<file path="src/rtl/multicycle_ctrl_pkg.sv">
// Shared definitions for the multi-cycle RV32I sequencer: opcodes, FSM states,
// datapath select encodings and the immediate-format lookup.
package multicycle_ctrl_pkg;

  // Opcodes understood by the sequencer
  localparam logic [6:0] OP_LOAD   = 7'b0000011;
  localparam logic [6:0] OP_STORE  = 7'b0100011;
  localparam logic [6:0] OP_RTYPE  = 7'b0110011;
  localparam logic [6:0] OP_ITYPE  = 7'b0010011;
  localparam logic [6:0] OP_BRANCH = 7'b1100011;
  localparam logic [6:0] OP_JAL    = 7'b1101111;
  localparam logic [6:0] OP_LUI    = 7'b0110111;

  // Branch comparison selectors (funct3)
  localparam logic [2:0] F3_BEQ = 3'b000;
  localparam logic [2:0] F3_BNE = 3'b001;

  typedef enum logic [3:0] {
    S_FETCH,
    S_DECODE,
    S_MEMADR,
    S_MEMREAD,
    S_MEMWB,
    S_MEMWRITE,
    S_EXECR,
    S_EXECI,
    S_ALUWB,
    S_BRANCH,
    S_JAL,
    S_LUI
  } state_t;

  typedef enum logic [2:0] {
    ALU_ADD = 3'b000,
    ALU_SUB = 3'b001,
    ALU_AND = 3'b010,
    ALU_OR  = 3'b011,
    ALU_SLT = 3'b101
  } alu_ctrl_t;

  typedef enum logic [2:0] {
    IMM_I = 3'b000,
    IMM_S = 3'b001,
    IMM_B = 3'b010,
    IMM_J = 3'b011,
    IMM_U = 3'b100
  } imm_src_t;

  typedef enum logic [1:0] {
    SRCA_PC    = 2'b00,
    SRCA_OLDPC = 2'b01,
    SRCA_RS1   = 2'b10,
    SRCA_ZERO  = 2'b11
  } src_a_t;

  typedef enum logic [1:0] {
    SRCB_RS2  = 2'b00,
    SRCB_IMM  = 2'b01,
    SRCB_FOUR = 2'b10
  } src_b_t;

  typedef enum logic [1:0] {
    RES_ALUOUT    = 2'b00,
    RES_MEMDATA   = 2'b01,
    RES_ALURESULT = 2'b10
  } result_src_t;

  // Coarse ALU intent handed to the ALU decoder
  typedef enum logic [1:0] {
    ALUOP_ADD   = 2'b00,
    ALUOP_SUB   = 2'b01,
    ALUOP_FUNCT = 2'b10
  } alu_op_t;

  // Immediate format implied by an opcode; unknown opcodes fall back to I
  function automatic imm_src_t imm_src_of(input logic [6:0] opcode);
    imm_src_t fmt;
    case (opcode)
      OP_STORE:  fmt = IMM_S;
      OP_BRANCH: fmt = IMM_B;
      OP_JAL:    fmt = IMM_J;
      OP_LUI:    fmt = IMM_U;
      default:   fmt = IMM_I;
    endcase
    return fmt;
  endfunction

endpackage

</file>
<file path="src/rtl/multicycle_ctrl_if.sv">
// Control bundle between the sequencer (master) and the datapath/memory (slave).
interface multicycle_ctrl_if;
  import multicycle_ctrl_pkg::*;

  // Status from the datapath and memory
  logic [31:0] instr;
  logic        zero;
  logic        mem_ready;

  // Controls toward the datapath and memory
  logic        mem_req;
  logic        mem_write;
  logic        addr_src;
  logic        ir_write;
  logic        pc_write;
  logic        reg_write;
  logic [1:0]  alu_src_a;
  logic [1:0]  alu_src_b;
  logic [1:0]  result_src;
  logic [2:0]  imm_src;
  logic [2:0]  alu_ctrl;
  logic        illegal_op;

  modport master (
    input  instr, zero, mem_ready,
    output mem_req, mem_write, addr_src, ir_write, pc_write, reg_write,
           alu_src_a, alu_src_b, result_src, imm_src, alu_ctrl, illegal_op
  );

  modport slave (
    output instr, zero, mem_ready,
    input  mem_req, mem_write, addr_src, ir_write, pc_write, reg_write,
           alu_src_a, alu_src_b, result_src, imm_src, alu_ctrl, illegal_op
  );

endinterface

</file>
<file path="src/rtl/multicycle_ctrl_alu_decoder.sv">
// Maps the sequencer's coarse ALU intent plus funct fields to an ALU operation.
module multicycle_ctrl_alu_decoder
  import multicycle_ctrl_pkg::*;
(
  input  alu_op_t    alu_op_i,
  input  logic [2:0] funct3_i,
  input  logic       funct7b5_i,
  input  logic       op5_i,
  output alu_ctrl_t  alu_ctrl_o
);

  // Only R-type (op5=1) may turn funct3=000 into a subtract; addi ignores bit 30
  always_comb begin
    alu_ctrl_o = ALU_ADD;
    case (alu_op_i)
      ALUOP_ADD: alu_ctrl_o = ALU_ADD;
      ALUOP_SUB: alu_ctrl_o = ALU_SUB;
      ALUOP_FUNCT: begin
        case (funct3_i)
          3'b000:  alu_ctrl_o = (op5_i && funct7b5_i) ? ALU_SUB : ALU_ADD;
          3'b111:  alu_ctrl_o = ALU_AND;
          3'b110:  alu_ctrl_o = ALU_OR;
          3'b010:  alu_ctrl_o = ALU_SLT;
          default: alu_ctrl_o = ALU_ADD;
        endcase
      end
      default: alu_ctrl_o = ALU_ADD;
    endcase
  end

endmodule

</file>
<file path="src/rtl/multicycle_ctrl.sv">
// Main sequencer of the multi-cycle RV32I core. One ALU and one memory port are
// shared across FETCH/DECODE/EXECUTE/MEM/WRITEBACK; every datapath enable and
// select is decoded here from the current state (plus a few live inputs).
module multicycle_ctrl
  import multicycle_ctrl_pkg::*;
#(
  parameter int RESET_VEC_HOLD = 1  // idle FETCH cycles after reset (0..3)
) (
  input  logic              clk,
  input  logic              rst,
  multicycle_ctrl_if.master bus
);

  localparam logic [1:0] HOLD_INIT = 2'(RESET_VEC_HOLD);

  // Instruction fields used for sequencing
  logic [6:0] opcode;
  logic [2:0] funct3;
  logic       funct7b5;
  logic       unused_instr_bits;

  assign opcode   = bus.instr[6:0];
  assign funct3   = bus.instr[14:12];
  assign funct7b5 = bus.instr[30];
  assign unused_instr_bits = ^{bus.instr[31], bus.instr[29:15], bus.instr[11:7]};

  // State and post-reset hold counter
  state_t     state_q, state_d;
  logic [1:0] hold_q, hold_d;
  logic       holding;

  assign holding = (hold_q != 2'd0);

  // Control outputs before they reach the interface
  logic        mem_req;
  logic        mem_write;
  logic        addr_src;
  logic        ir_write;
  logic        pc_write;
  logic        reg_write;
  logic        illegal_op;
  src_a_t      alu_src_a;
  src_b_t      alu_src_b;
  result_src_t result_src;
  imm_src_t    imm_src;
  alu_op_t     alu_op;
  alu_ctrl_t   alu_ctrl;
  logic        branch_taken;

  multicycle_ctrl_alu_decoder u_alu_decoder (
    .alu_op_i   (alu_op),
    .funct3_i   (funct3),
    .funct7b5_i (funct7b5),
    .op5_i      (opcode[5]),
    .alu_ctrl_o (alu_ctrl)
  );

  // State register and hold counter; reset reloads the hold so fetch restarts cleanly
  always_ff @(posedge clk) begin
    if (rst) begin
      state_q <= S_FETCH;
      hold_q  <= HOLD_INIT;
    end else begin
      state_q <= state_d;
      hold_q  <= hold_d;
    end
  end

  // Branch resolution from the subtract result; unsupported compares never redirect
  always_comb begin
    branch_taken = 1'b0;
    case (funct3)
      F3_BEQ:  branch_taken = bus.zero;
      F3_BNE:  branch_taken = !bus.zero;
      default: branch_taken = 1'b0;
    endcase
  end

  // Next-state logic; memory states wait for mem_ready so the request is never withdrawn
  always_comb begin
    state_d = state_q;
    hold_d  = hold_q;
    case (state_q)
      S_FETCH: begin
        if (holding) begin
          hold_d = hold_q - 2'd1;
        end else if (bus.mem_ready) begin
          state_d = S_DECODE;
        end
      end
      S_DECODE: begin
        case (opcode)
          OP_LOAD, OP_STORE: state_d = S_MEMADR;
          OP_RTYPE:          state_d = S_EXECR;
          OP_ITYPE:          state_d = S_EXECI;
          OP_BRANCH:         state_d = S_BRANCH;
          OP_JAL:            state_d = S_JAL;
          OP_LUI:            state_d = S_LUI;
          default:           state_d = S_FETCH;
        endcase
      end
      S_MEMADR:   state_d = (opcode == OP_STORE) ? S_MEMWRITE : S_MEMREAD;
      S_MEMREAD:  if (bus.mem_ready) state_d = S_MEMWB;
      S_MEMWB:    state_d = S_FETCH;
      S_MEMWRITE: if (bus.mem_ready) state_d = S_FETCH;
      S_EXECR:    state_d = S_ALUWB;
      S_EXECI:    state_d = S_ALUWB;
      S_ALUWB:    state_d = S_FETCH;
      S_BRANCH:   state_d = S_FETCH;
      S_JAL:      state_d = S_ALUWB;
      S_LUI:      state_d = S_ALUWB;
      default:    state_d = S_FETCH;
    endcase
  end

  // Output decode; all-zero encodings are the idle values, so reset simply skips the decode
  always_comb begin
    mem_req    = 1'b0;
    mem_write  = 1'b0;
    addr_src   = 1'b0;
    ir_write   = 1'b0;
    pc_write   = 1'b0;
    reg_write  = 1'b0;
    illegal_op = 1'b0;
    alu_src_a  = SRCA_PC;
    alu_src_b  = SRCB_RS2;
    result_src = RES_ALUOUT;
    imm_src    = IMM_I;
    alu_op     = ALUOP_ADD;
    if (!rst) begin
      case (state_q)
        S_FETCH: begin
          // PC+4 is presented live so the PC can update in the same cycle as the IR
          alu_src_b  = SRCB_FOUR;
          result_src = RES_ALURESULT;
          if (!holding) begin
            mem_req  = 1'b1;
            ir_write = bus.mem_ready;
            pc_write = bus.mem_ready;
          end
        end
        S_DECODE: begin
          // Speculative branch/jump target old_pc+imm lands in ALUOut
          alu_src_a  = SRCA_OLDPC;
          alu_src_b  = SRCB_IMM;
          imm_src    = imm_src_of(opcode);
          case (opcode)
            OP_LOAD, OP_STORE, OP_RTYPE, OP_ITYPE,
            OP_BRANCH, OP_JAL, OP_LUI: illegal_op = 1'b0;
            default:                   illegal_op = 1'b1;
          endcase
        end
        S_MEMADR: begin
          alu_src_a = SRCA_RS1;
          alu_src_b = SRCB_IMM;
          imm_src   = imm_src_of(opcode);
        end
        S_MEMREAD: begin
          mem_req  = 1'b1;
          addr_src = 1'b1;
        end
        S_MEMWB: begin
          result_src = RES_MEMDATA;
          reg_write  = 1'b1;
        end
        S_MEMWRITE: begin
          mem_req   = 1'b1;
          mem_write = 1'b1;
          addr_src  = 1'b1;
        end
        S_EXECR: begin
          alu_src_a = SRCA_RS1;
          alu_src_b = SRCB_RS2;
          alu_op    = ALUOP_FUNCT;
        end
        S_EXECI: begin
          alu_src_a = SRCA_RS1;
          alu_src_b = SRCB_IMM;
          imm_src   = IMM_I;
          alu_op    = ALUOP_FUNCT;
        end
        S_ALUWB: begin
          result_src = RES_ALUOUT;
          reg_write  = 1'b1;
        end
        S_BRANCH: begin
          // Compare rs1-rs2 while ALUOut still holds the target
          alu_src_a  = SRCA_RS1;
          alu_src_b  = SRCB_RS2;
          alu_op     = ALUOP_SUB;
          result_src = RES_ALUOUT;
          pc_write   = branch_taken;
        end
        S_JAL: begin
          // Jump to the target in ALUOut while the ALU forms the link address
          alu_src_a  = SRCA_OLDPC;
          alu_src_b  = SRCB_FOUR;
          result_src = RES_ALUOUT;
          pc_write   = 1'b1;
        end
        S_LUI: begin
          alu_src_a = SRCA_ZERO;
          alu_src_b = SRCB_IMM;
          imm_src   = IMM_U;
        end
        default: begin
          mem_req = 1'b0;
        end
      endcase
    end
  end

  // Drive the interface
  assign bus.mem_req    = mem_req;
  assign bus.mem_write  = mem_write;
  assign bus.addr_src   = addr_src;
  assign bus.ir_write   = ir_write;
  assign bus.pc_write   = pc_write;
  assign bus.reg_write  = reg_write;
  assign bus.alu_src_a  = alu_src_a;
  assign bus.alu_src_b  = alu_src_b;
  assign bus.result_src = result_src;
  assign bus.imm_src    = imm_src;
  assign bus.alu_ctrl   = alu_ctrl;
  assign bus.illegal_op = illegal_op;

endmodule

</file>
<file path="src/flat_wrapper.sv">
// flat-port wrapper written by rule: the top's interface ports become plain ports
module multicycle_ctrl_flat import multicycle_ctrl_pkg::*;
#(
  parameter int RESET_VEC_HOLD = 1                                         
)
  (clk, rst, bus_instr, bus_zero, bus_mem_ready, bus_mem_req, bus_mem_write, bus_addr_src, bus_ir_write, bus_pc_write, bus_reg_write, bus_alu_src_a, bus_alu_src_b, bus_result_src, bus_imm_src, bus_alu_ctrl, bus_illegal_op);
  multicycle_ctrl_if bus_i ();
  input  logic clk;
  input  logic rst;
  input wire logic [$bits(bus_i.instr)-1:0] bus_instr;
  input wire logic [$bits(bus_i.zero)-1:0] bus_zero;
  input wire logic [$bits(bus_i.mem_ready)-1:0] bus_mem_ready;
  output wire logic [$bits(bus_i.mem_req)-1:0] bus_mem_req;
  output wire logic [$bits(bus_i.mem_write)-1:0] bus_mem_write;
  output wire logic [$bits(bus_i.addr_src)-1:0] bus_addr_src;
  output wire logic [$bits(bus_i.ir_write)-1:0] bus_ir_write;
  output wire logic [$bits(bus_i.pc_write)-1:0] bus_pc_write;
  output wire logic [$bits(bus_i.reg_write)-1:0] bus_reg_write;
  output wire logic [$bits(bus_i.alu_src_a)-1:0] bus_alu_src_a;
  output wire logic [$bits(bus_i.alu_src_b)-1:0] bus_alu_src_b;
  output wire logic [$bits(bus_i.result_src)-1:0] bus_result_src;
  output wire logic [$bits(bus_i.imm_src)-1:0] bus_imm_src;
  output wire logic [$bits(bus_i.alu_ctrl)-1:0] bus_alu_ctrl;
  output wire logic [$bits(bus_i.illegal_op)-1:0] bus_illegal_op;
  assign bus_i.instr = bus_instr;
  assign bus_i.zero = bus_zero;
  assign bus_i.mem_ready = bus_mem_ready;
  assign bus_mem_req = bus_i.mem_req;
  assign bus_mem_write = bus_i.mem_write;
  assign bus_addr_src = bus_i.addr_src;
  assign bus_ir_write = bus_i.ir_write;
  assign bus_pc_write = bus_i.pc_write;
  assign bus_reg_write = bus_i.reg_write;
  assign bus_alu_src_a = bus_i.alu_src_a;
  assign bus_alu_src_b = bus_i.alu_src_b;
  assign bus_result_src = bus_i.result_src;
  assign bus_imm_src = bus_i.imm_src;
  assign bus_alu_ctrl = bus_i.alu_ctrl;
  assign bus_illegal_op = bus_i.illegal_op;
  multicycle_ctrl #(.RESET_VEC_HOLD(RESET_VEC_HOLD)) u_core (.clk(clk), .rst(rst), .bus(bus_i));
endmodule
</file>
<file path="config.mk">
export PLATFORM = sky130hd
export DESIGN_NAME = multicycle_ctrl_flat
export DESIGN_NICKNAME = d
export VERILOG_FILES = /design/src/rtl/multicycle_ctrl_pkg.sv /design/src/rtl/multicycle_ctrl_if.sv /design/src/rtl/multicycle_ctrl_alu_decoder.sv /design/src/rtl/multicycle_ctrl.sv /design/src/flat_wrapper.sv
export SDC_FILE = /design/constraint.sdc
export NUM_CORES = 1
export LEC_CHECK = 0
export ABC_AREA = 1
export ABC_CLOCK_PERIOD_IN_PS = 4610
export BUFFER_PORTS_ARGS = -buffer_cell sky130_fd_sc_hd__buf_2
export CAP_MARGIN = 0
export CORE_MARGIN = 5
export CORE_UTILIZATION = 45
export CTS_BUF_LIST = sky130_fd_sc_hd__clkbuf_4 sky130_fd_sc_hd__clkbuf_8
export DETAILED_ROUTE_END_ITERATION = 10
export PLACE_DENSITY_LB_ADDON = 0.08
export SKIP_CTS_REPAIR_TIMING = 1
export SLEW_MARGIN = 20
export SYNTH_ARGS = -nofsm -noshare
export SYNTH_HDL_FRONTEND = slang
export SYNTH_SLANG_ARGS = --single-unit
</file>
<file path="constraint.sdc">
create_clock -name clk -period 4.61 [get_ports clk]
set_clock_uncertainty 0.05 [all_clocks]
set_input_delay 0.461 -clock clk [delete_from_list [all_inputs] [get_ports clk]]
set_output_delay 0.461 -clock clk [all_outputs]
set_load 0.005 [all_outputs]
</file>
==> results of run 1 <==
==> cell type report <==
type	count	share of cell area (%)
Clock buffer	3	2.33
Inverter	26	10.1
Multi-Input combinational cell	115	55.9
Sequential cell	6	12.5
Tap cell	16	2.08
Timing Repair Buffer	33	17.1
==> sequential cells by signal (all words and copies together), names as in the netlist <==
| signal | count |
|---|---|
| u_core.hold_q | 2 |
| u_core.state_q | 4 |
==> kinds of logic after synthesis <==
kind of cell             Yosys count  share of synthesized area [%]
AO/OA/AOI/OAI                     23                           16.9
XOR/XNOR                           1                           1.15
adder cells (fa/ha/maj)            3                           4.91
buffers and inverters             28                           13.7
flip-flops                         6                           15.7
AND/OR/NAND/NOR                   88                           47.6
==> final timing paths <==
path	from	endpoint	slack [ps]	cells past startpoint
hold reg to reg	u_core.hold_q[1]	u_core.hold_q[1]	400	2
hold / removal	u_core.hold_q[1]	u_core.hold_q[1]	400	2
setup / recovery	u_core.state_q[3]	bus_alu_ctrl[2]	1950	12
setup reg to reg	u_core.hold_q[0]	u_core.state_q[0]	3120	9
==> per-stage QoR <==
stage / instances / cell area, um2 / utilization [%]
finish: 199 / 965 / 61.9
global route: 199 / 965 / 61.9
CTS: 199 / 965 / 61.9
detailed placement: 196 / 942 / 60.4
global placement: 196 / 942 / 60.4
floorplan: 149 / 764 / -
==> tightest hold or removal path, stage by stage, from the launching register on <==
cell     delay, ps
dfxtp_1        290
inv_1           60
a21oi_1         50
==> cells in the final DEF, fill, tap and decap left out <==
cell	n
o31ai_1	1
nor2_1	32
nand3b_1	1
dfxtp_1	6
nand3_1	10
clkbuf_4	3
a21oi_1	10
nor3_1	2
a31oi_1	3
xor2_1	1
nand4_1	3
nor2_4	1
inv_1	26
o21ai_2	1
o21a_1	1
nand2_1	39
o22ai_1	1
ha_1	3
o21ai_0	6
buf_2	33
==> routing by layer <==
layer / up-vias / GRT usage, % / wire, um
li1: 543 / - / -
met1: 451 / 21.1 / 909
met2: 46 / 27.5 / 983
met3: 0 / 5.81 / 206
met4: 0 / 3.93 / 0
met5: - / 0 / 0
==> power groups by stage <==
stage               combinational, mW  clock [mW]  sequential [mW]
detailed placement              0.155           0           0.0752
global placement                0.152           0           0.0747
floorplan                       0.111           0           0.0728
finish                          0.155      0.0500           0.0743
CTS                             0.156      0.0499           0.0743
global route                    0.186      0.0570           0.0758
==> run_results.csv, run 1 <==
group,metric,value,unit
final_layout,seq_area,120,um2
setup_path,crit_path_max_incr_delay,390,ps
die,pin_count,55,
pwr,leakage,0.581,nW
synth,synth_top_area_share,19.1,%
setup_path,slowest_stage,"dfxtp_1",
synth,synth_top_flop_cell,"dfxtp_1",
synth,synthTopCellsByArea,"nand2_1 19%, dfxtp_1 16%, nor2_1 16%, inv_1 13%, a21oi_1 6.5%",
synth,synth_cell_types,19,
die,initial_utilization,49.0,%
die,fp.dieH,51.2,um
place,place.gp.congestion,0.851,
synth,synth_warnings,0,
cts,cts_sinks,6,
setup_path,critPathRequiredTime,4100,ps
synth,synth.most_common_cell,"nand2_1",
global_routing,grt_pass1_wl,3450,um
synth,post-synth-top-area-cell,"nand2_1",
min_path,worstHoldPathType,"reg -> reg",
global_routing,grt-ovfl-total,0,
final_layout,drive_above_1_share,20.8,%
sta,setup_tns,0,ps
synth,syn_inst,149,
global_routing,antenna_found_initial,0,
sta,tightest_slew,389,ps
route,wire_per_inst,10.5,um
die,dieArea,0.00262,mm2
route,drc,0,
sta,period_share,57.7,%
cts,clock_latency,240,ps
setup_path,cpMostUsedCell,"nor2_1",
pwr,p_comb_share,55.5,%
setup_path,arrival,2150,ps
cts,htreeDepth,1,
setup_path,crit_family,"simple AND/OR/NAND/NOR gates",
sta,report.final.slew_viol_count,0,
run,cap_violations,0,
synth,synth_edf_count,0,
pwr,swShare,45.3,%
place,hpwl,1760,um
cts,cts-buffers-inserted,3,
final_layout,nets,224,
sta,setup_viol,0,
sta,finalWorstSetupSlack,1950,ps
pwr,clockPowerShare,17.9,%
synth,synth_common_cells,"39 x nand2_1, 32 x nor2_1, 26 x inv_1",
synth,synthArstFlopShare,0,%
final_layout,nFillCells,157,
pwr,peakVddDrop,203,uV
final_layout,areaGrowthSynthToFinish,26.2,%
run_status,status,"finished, final reports clean",
pwr,seqPwrFrac,26.6,%
synth,syn-num-nets,188,
synth,syn_area,764,um2
global_routing,grt_pass1_vias,841,
sta,hold_viol,0,
route,drtPass1Iterations,4,
pwr,power_switching,0.127,mW
cts,cts_root_buf,"clkbuf_4",
setup_path,cp.buffers_inverters,4,
sta,clock.fmax,376,MHz
synth,yosysSeqAreaShare,15.7,%
global_routing,track_usage,16.7,%
global_routing,grt_max_degree,20,
cts,cts_tree,"yes",
route,vias_per_cell,5.23,
setup_path,endpoint_kind,"output pin",
place,dpl_worst_slack,2220,ps
final_layout,n_antenna_cell,0,
cts,path_clk_slew,50,ps
setup_path,path_cells,"inv_1, nor2_1, nand2_1, nor2_1, inv_1, ha_1, inv_1, nand2_1, nor2_1, nand2_1, nor2_1, buf_2",
setup_path,crit_type,"reg -> out",
pwr,p_int,0.153,mW
synth,synth_seq_cells,6,
final_layout,multi_input_comb_area,539,um2
sta,holdWs,404,ps
place,portBuffers,33,
sta,rsz0062_at_grt,"false",
pwr,power,0.279,mW
sta,min_period,2660,ps
route,ant_nets,0,
setup_path,worstPathMaxFanout,6,
route,first_iter_violations,23,
die,num_rows,14,
cts,cts.path.max_buffers,2,
route,num_vias,1040,
route,wl,2100,um
synth,avgSynthCellArea,5.13,um2
pwr,powerDensity,289,mW/mm2
sta,slew_headroom,74.0,%
setup_path,cp-start-kind,"flip-flop",
die,die_x,51.2,um
die,core,0.00156,mm2
(Power assumes the default switching activity.)
==> run 2: changes to the inputs <==
ABC_CLOCK_PERIOD_IN_PS = 2600   (was 4610)
CORE_UTILIZATION = 42   (was 45)
clock period = 2.6 ns   (was 4.61 ns; I/O delays follow)
==> run 2 against run 1 <==
Against the previous run: worst setup slack got worse by 1700 ps; first-iteration DRC count increased by 8.7%; total power increased by 78%; critical endpoint unchanged; highest routed layer is now met4.
==> run_results.csv, run 2 (synthesized netlist as in run 1, its figures left out) <==
group,metric,value,unit
pwr,p_comb_share,56.4,%
pwr,swShare,45.3,%
final_layout,areaGrowthSynthToFinish,29.8,%
global_routing,grt_pass1_vias,979,
cts,cts-buffers-inserted,3,
setup_path,worstPathMaxFanout,4,
die,num_rows,15,
pwr,leakage,0.587,nW
setup_path,reg2reg_depth,9,
final_layout,layout_common_cells,"39 x nand2_1, 33 x buf_2, 31 x nor2_1, 26 x inv_1",
global_routing,grt_pass1_wl,3860,um
setup_path,arrival,2050,ps
setup_path,crit_path_max_incr_delay,370,ps
setup_path,r2r-start,"u_core.hold_q[0]",
final_layout,stdcell_count,209,
pwr,powerDensity,500,mW/mm2
sta,clock.fmax,423,MHz
route,wl,2270,um
sta,tightest_slew,335,ps
cts,cts.path.max_buffers,2,
cts,cts_sinks,6,
setup_path,critPathRequiredTime,2290,ps
route,drtPass1Iterations,4,
setup_path,slowest_stage,"dfxtp_2",
min_path,worstHoldPathType,"in -> reg",
sta,rsz0062_at_grt,"false",
cts,htreeDepth,1,
final_layout,regMostFlops,"u_core.state_q",
pwr,peakVddDrop,359,uV
setup_path,cp-start-kind,"flip-flop",
final_layout,top_regs,"u_core.state_q x4, u_core.hold_q x2",
setup_path,startpoint,"u_core.state_q[2]",
route,drc,0,
cts,cts_tree,"yes",
sta,setup_viol,0,
run_status,status,"finished, final reports clean",
place,portBuffers,33,
run,cap_violations,0,
cts,path_clk_slew,40,ps
setup_path,endpoint,"bus_alu_ctrl[2]",
place,place.gp.congestion,0.898,
place,place_area,961,um2
final_layout,seq_area,121,um2
final_layout,finalInstanceArea,992,um2
pwr,power_switching,0.225,mW
cts,cts_root_buf,"clkbuf_4",
pwr,seqPwrFrac,26.5,%
setup_path,rrSetupSlack,1110,ps
die,initial_utilization,44.3,%
final_layout,final_common_cell,"nand2_1",
global_routing,track_usage,17.9,%
setup_path,path_cells,"inv_1, nor2_4, inv_1, a21oi_1, inv_1, nor2_1, ha_1, inv_1, nand2_1, nor2_1, nand2_1, nor2_1, buf_2",
final_layout,n_antenna_cell,0,
place,placed_cells,206,
die,die_x,52.7,um
setup_path,cpMostUsedCell,"inv_1",
route,vias_per_cell,5.03,
die,pin_count,55,
setup_path,reg2reg_to,"u_core.state_q[0]",
route,first_iter_violations,25,
final_layout,multi_input_comb_area,547,um2
sta,slew_headroom,77.6,%
final_layout,largest_register_ffs,4,
setup_path,crit_type,"reg -> out",
sta,period_share,91.0,%
route,num_vias,1052,
pwr,clockPowerShare,17.1,%
final_layout,nFillCells,206,
die,core,0.00173,mm2
sta,min_period,2360,ps
global_routing,grt-ovfl-total,0,
route,ant_nets,0,
place,hpwl,1840,um
pwr,p_int,0.271,mW
route,wire_per_inst,10.9,um
sta,hold_viol,0,
die,fp.dieH,52.7,um
sta,setup_tns,0,ps
die,dieArea,0.00277,mm2
global_routing,grt_max_degree,20,
setup_path,endpoint_kind,"output pin",
sta,report.final.slew_viol_count,0,
cts,clock_latency,240,ps
final_layout,nets,225,
global_routing,antenna_found_initial,0,
final_layout,drive_above_1_share,22.3,%
run 2: cell types whose count changed in the layout (fill, tap and decap cells not counted), sizes merged:
cell  delta
buf      +1
run 2: worst max-delay path: cells and delay by family (launching register included):
kind                       cells  cell delay, ps
adders and majority gates      1             250
and+or+nand+nor                6             610
buffers and inverters          5             430
AOI/OAI and AO/OA              1             160
DFF                            1             370
run 2: layer usage:
metal  GRT usage, %  wire length, um  vias to the layer above
met3           5.13              195                        4
met5              0                0                        -
met2           31.8             1090                       45
met1           21.2              951                      455
met4           3.40               35                        0
li1               -                -                      548
run 2: worst min-delay path by stage:
stage,start,end,slack (ps),cells past startpoint
5_1_grt,rst,u_core.state_q[0],370,2
2_1_floorplan,u_core.hold_q[1],u_core.hold_q[1],380,2
3_3_place_gp,u_core.hold_q[1],u_core.hold_q[1],390,2
3_5_place_dp,u_core.hold_q[1],u_core.hold_q[1],400,2
4_1_cts,rst,u_core.state_q[0],330,2
6_report,rst,u_core.state_q[0],340,2
run 2: through the flow:
step	setup slack [ps]	total power [mW]	util (%)	hold slack [ps]
finish	235	0.496	57.5	337
detailed placement	397	0.411	55.7	401
global placement	491	0.405	55.7	395
global route	24.3	0.561	57.5	371
CTS	110	0.499	57.0	330
floorplan	723	0.327	-	383
run 2: final cells by class:
class                           count  share of cell area (%)
Multi-Input combinational cell    115                    55.1
Clock buffer                        3                    2.27
Timing Repair Buffer               34                    17.4
Tap cell                           25                    3.15
Inverter                           26                    9.84
Sequential cell                     6                    12.2
run 2: power groups by stage:
| stage | combinational (mW) | clock [mW] | sequential (mW) |
|---|---|---|---|
| floorplan | 0.198 | 0 | 0.129 |
| global placement | 0.272 | 0 | 0.132 |
| detailed placement | 0.279 | 0 | 0.133 |
| CTS | 0.280 | 0.0875 | 0.131 |
| global route | 0.328 | 0.0994 | 0.134 |
| finish | 0.280 | 0.0849 | 0.132 |
==> run 3: changes to the inputs <==
SETUP_SLACK_MARGIN = 0.4   (was default)
==> run 3 against run 2 <==
Against the previous run: via count rose by 5.0%; routed wire length grew 9.1%; clock power is 6.2% higher; largest power group unchanged; clock-buffer cell count stayed put; largest cell class unchanged; fmax is 9.0% higher; utilization is 5.9 points higher; combinational power is 6% higher.
==> run_results.csv, run 3 (synthesized netlist as in run 1, its figures left out) <==
group,metric,value,unit
run_status,status,"finished, final reports clean",
place,portBuffers,33,
final_layout,areaGrowthSynthToFinish,43.2,%
setup_path,crit_path_max_incr_delay,370,ps
global_routing,grt_pass1_wl,3860,um
setup_path,cpMostUsedCell,"nor2_2",
setup_path,worstPathMaxFanout,3,
sta,clock.fmax,461,MHz
cts,cts-buffers-inserted,3,
route,ant_nets,0,
die,fp.dieH,52.7,um
cts,clock_latency,260,ps
route,vias_per_cell,5.19,
global_routing,grt_max_degree,20,
global_routing,antenna_found_initial,0,
setup_path,path_cells,"inv_1, nor2_2, nand2_1, nor2_2, inv_1, ha_4, inv_2, nand2_2, nor2_2, nand4_1, nand3_1, buf_2",
final_layout,n_antenna_cell,0,
cts,htreeDepth,1,
setup_path,critPathRequiredTime,2290,ps
global_routing,grt_pass1_vias,979,
route,wire_per_inst,11.6,um
die,core,0.00173,mm2
die,pin_count,55,
sta,rsz0062_at_grt,"true",
route,drtPass1Iterations,4,
final_layout,nets,229,
route,drc,0,
final_layout,final_common_cell,"nand2_1",
final_layout,finalInstanceArea,0.00109,mm2
cts,cts_tree,"yes",
sta,setup_viol,0,
cts,path_clk_slew,40,ps
sta,period_share,83.4,%
route,first_iter_violations,38,
place,place_area,961,um2
route,num_vias,1105,
die,dieArea,0.00277,mm2
setup_path,crit_family,"simple AND/OR/NAND/NOR gates",
pwr,leakage,0.610,nW
final_layout,drive_above_1_share,34.0,%
die,num_rows,15,
sta,slew_headroom,76.3,%
place,hpwl,1840,um
final_layout,seq_area,133,um2
setup_path,crit_type,"reg -> out",
final_layout,multi_input_comb_area,603,um2
setup_path,cp.buffers_inverters,4,
route,wl,2480,um
run,cap_violations,0,
cts,cts_root_buf,"clkbuf_4",
min_path,worstHoldPathType,"in -> reg",
die,die_x,52.7,um
setup_path,slowest_stage,"dfxtp_4",
sta,report.final.slew_viol_count,0,
global_routing,grt-ovfl-total,0,
place,place.gp.congestion,0.898,
setup_path,cp-start-kind,"flip-flop",
cts,cts.path.max_buffers,2,
sta,tightest_slew,355,ps
cts,cts_sinks,6,
final_layout,nFillCells,192,
sta,setup_tns,0,ps
final_layout,layout_common_cells,"36 x nand2_1, 33 x buf_2, 25 x nor2_1, 21 x inv_1, 10 x nand3_1",
final_layout,top_regs,"u_core.state_q x4, u_core.hold_q x2",
sta,hold_viol,0,
die,initial_utilization,44.3,%
sta,min_period,2170,ps
pwr,powerDensity,480,mW/mm2
final_layout,largest_register_ffs,4,
final_layout,regMostFlops,"u_core.state_q",
global_routing,track_usage,17.9,%
pwr,peakVddDrop,304,uV
setup_path,arrival,1860,ps
setup_path,endpoint_kind,"output pin",
==> run 3: cell types whose count changed in the layout (fill, tap and decap cells not counted), moves of 4 or more <==
cell	change
buf_4	+4
inv_1	-5
nor2_2	+4
nor2_1	-6
==> run 3: path summary, 6_finish.rpt <==
kind                                         from                end  slack [ps]  cells after the start
worst min-delay path                          rst  u_core.state_q[0]         340                      2
worst min register to register   u_core.hold_q[1]   u_core.hold_q[1]         410                      2
worst max-delay path            u_core.state_q[3]    bus_alu_ctrl[0]         430                     12
worst max register to register  u_core.state_q[2]  u_core.state_q[0]        1070                      9
==> run 3: area by class of cell <==
type / count / area share, %
timing repair buffer: 38 / 18.5
inverter: 26 / 9.37
tap: 25 / 2.86
multi-input combinational: 115 / 55.1
clock buffer: 3 / 2.06
sequential: 6 / 12.1
==> run 3: where the power goes <==
part | internal [mW] | switching, mW
sequential | 0.115 | 0.0233
clock | 0.0525 | 0.0377
combinational | 0.111 | 0.186
==> run 3: through the flow <==
stage               hold WS (ps)  std cells  setup slack (ps)  power, mW  util, %
floorplan                    383        149               723      0.327        -
global placement             395        206               491      0.405     55.7
detailed placement           401        206               397      0.411     55.7
CTS                          330        209               110      0.499     57.0
global route                 364        213               334      0.587     63.4
finish                       338        213               431      0.525     63.4
==> run 3: metal layers <==
metal  global-route usage, %  vias to the layer above  wire, um
met5                       0                        -         0
met4                    3.40                        0        46
met3                    5.13                        6       226
met2                    31.8                       53      1180
met1                    21.2                      487      1030
li1                        -                      559         -
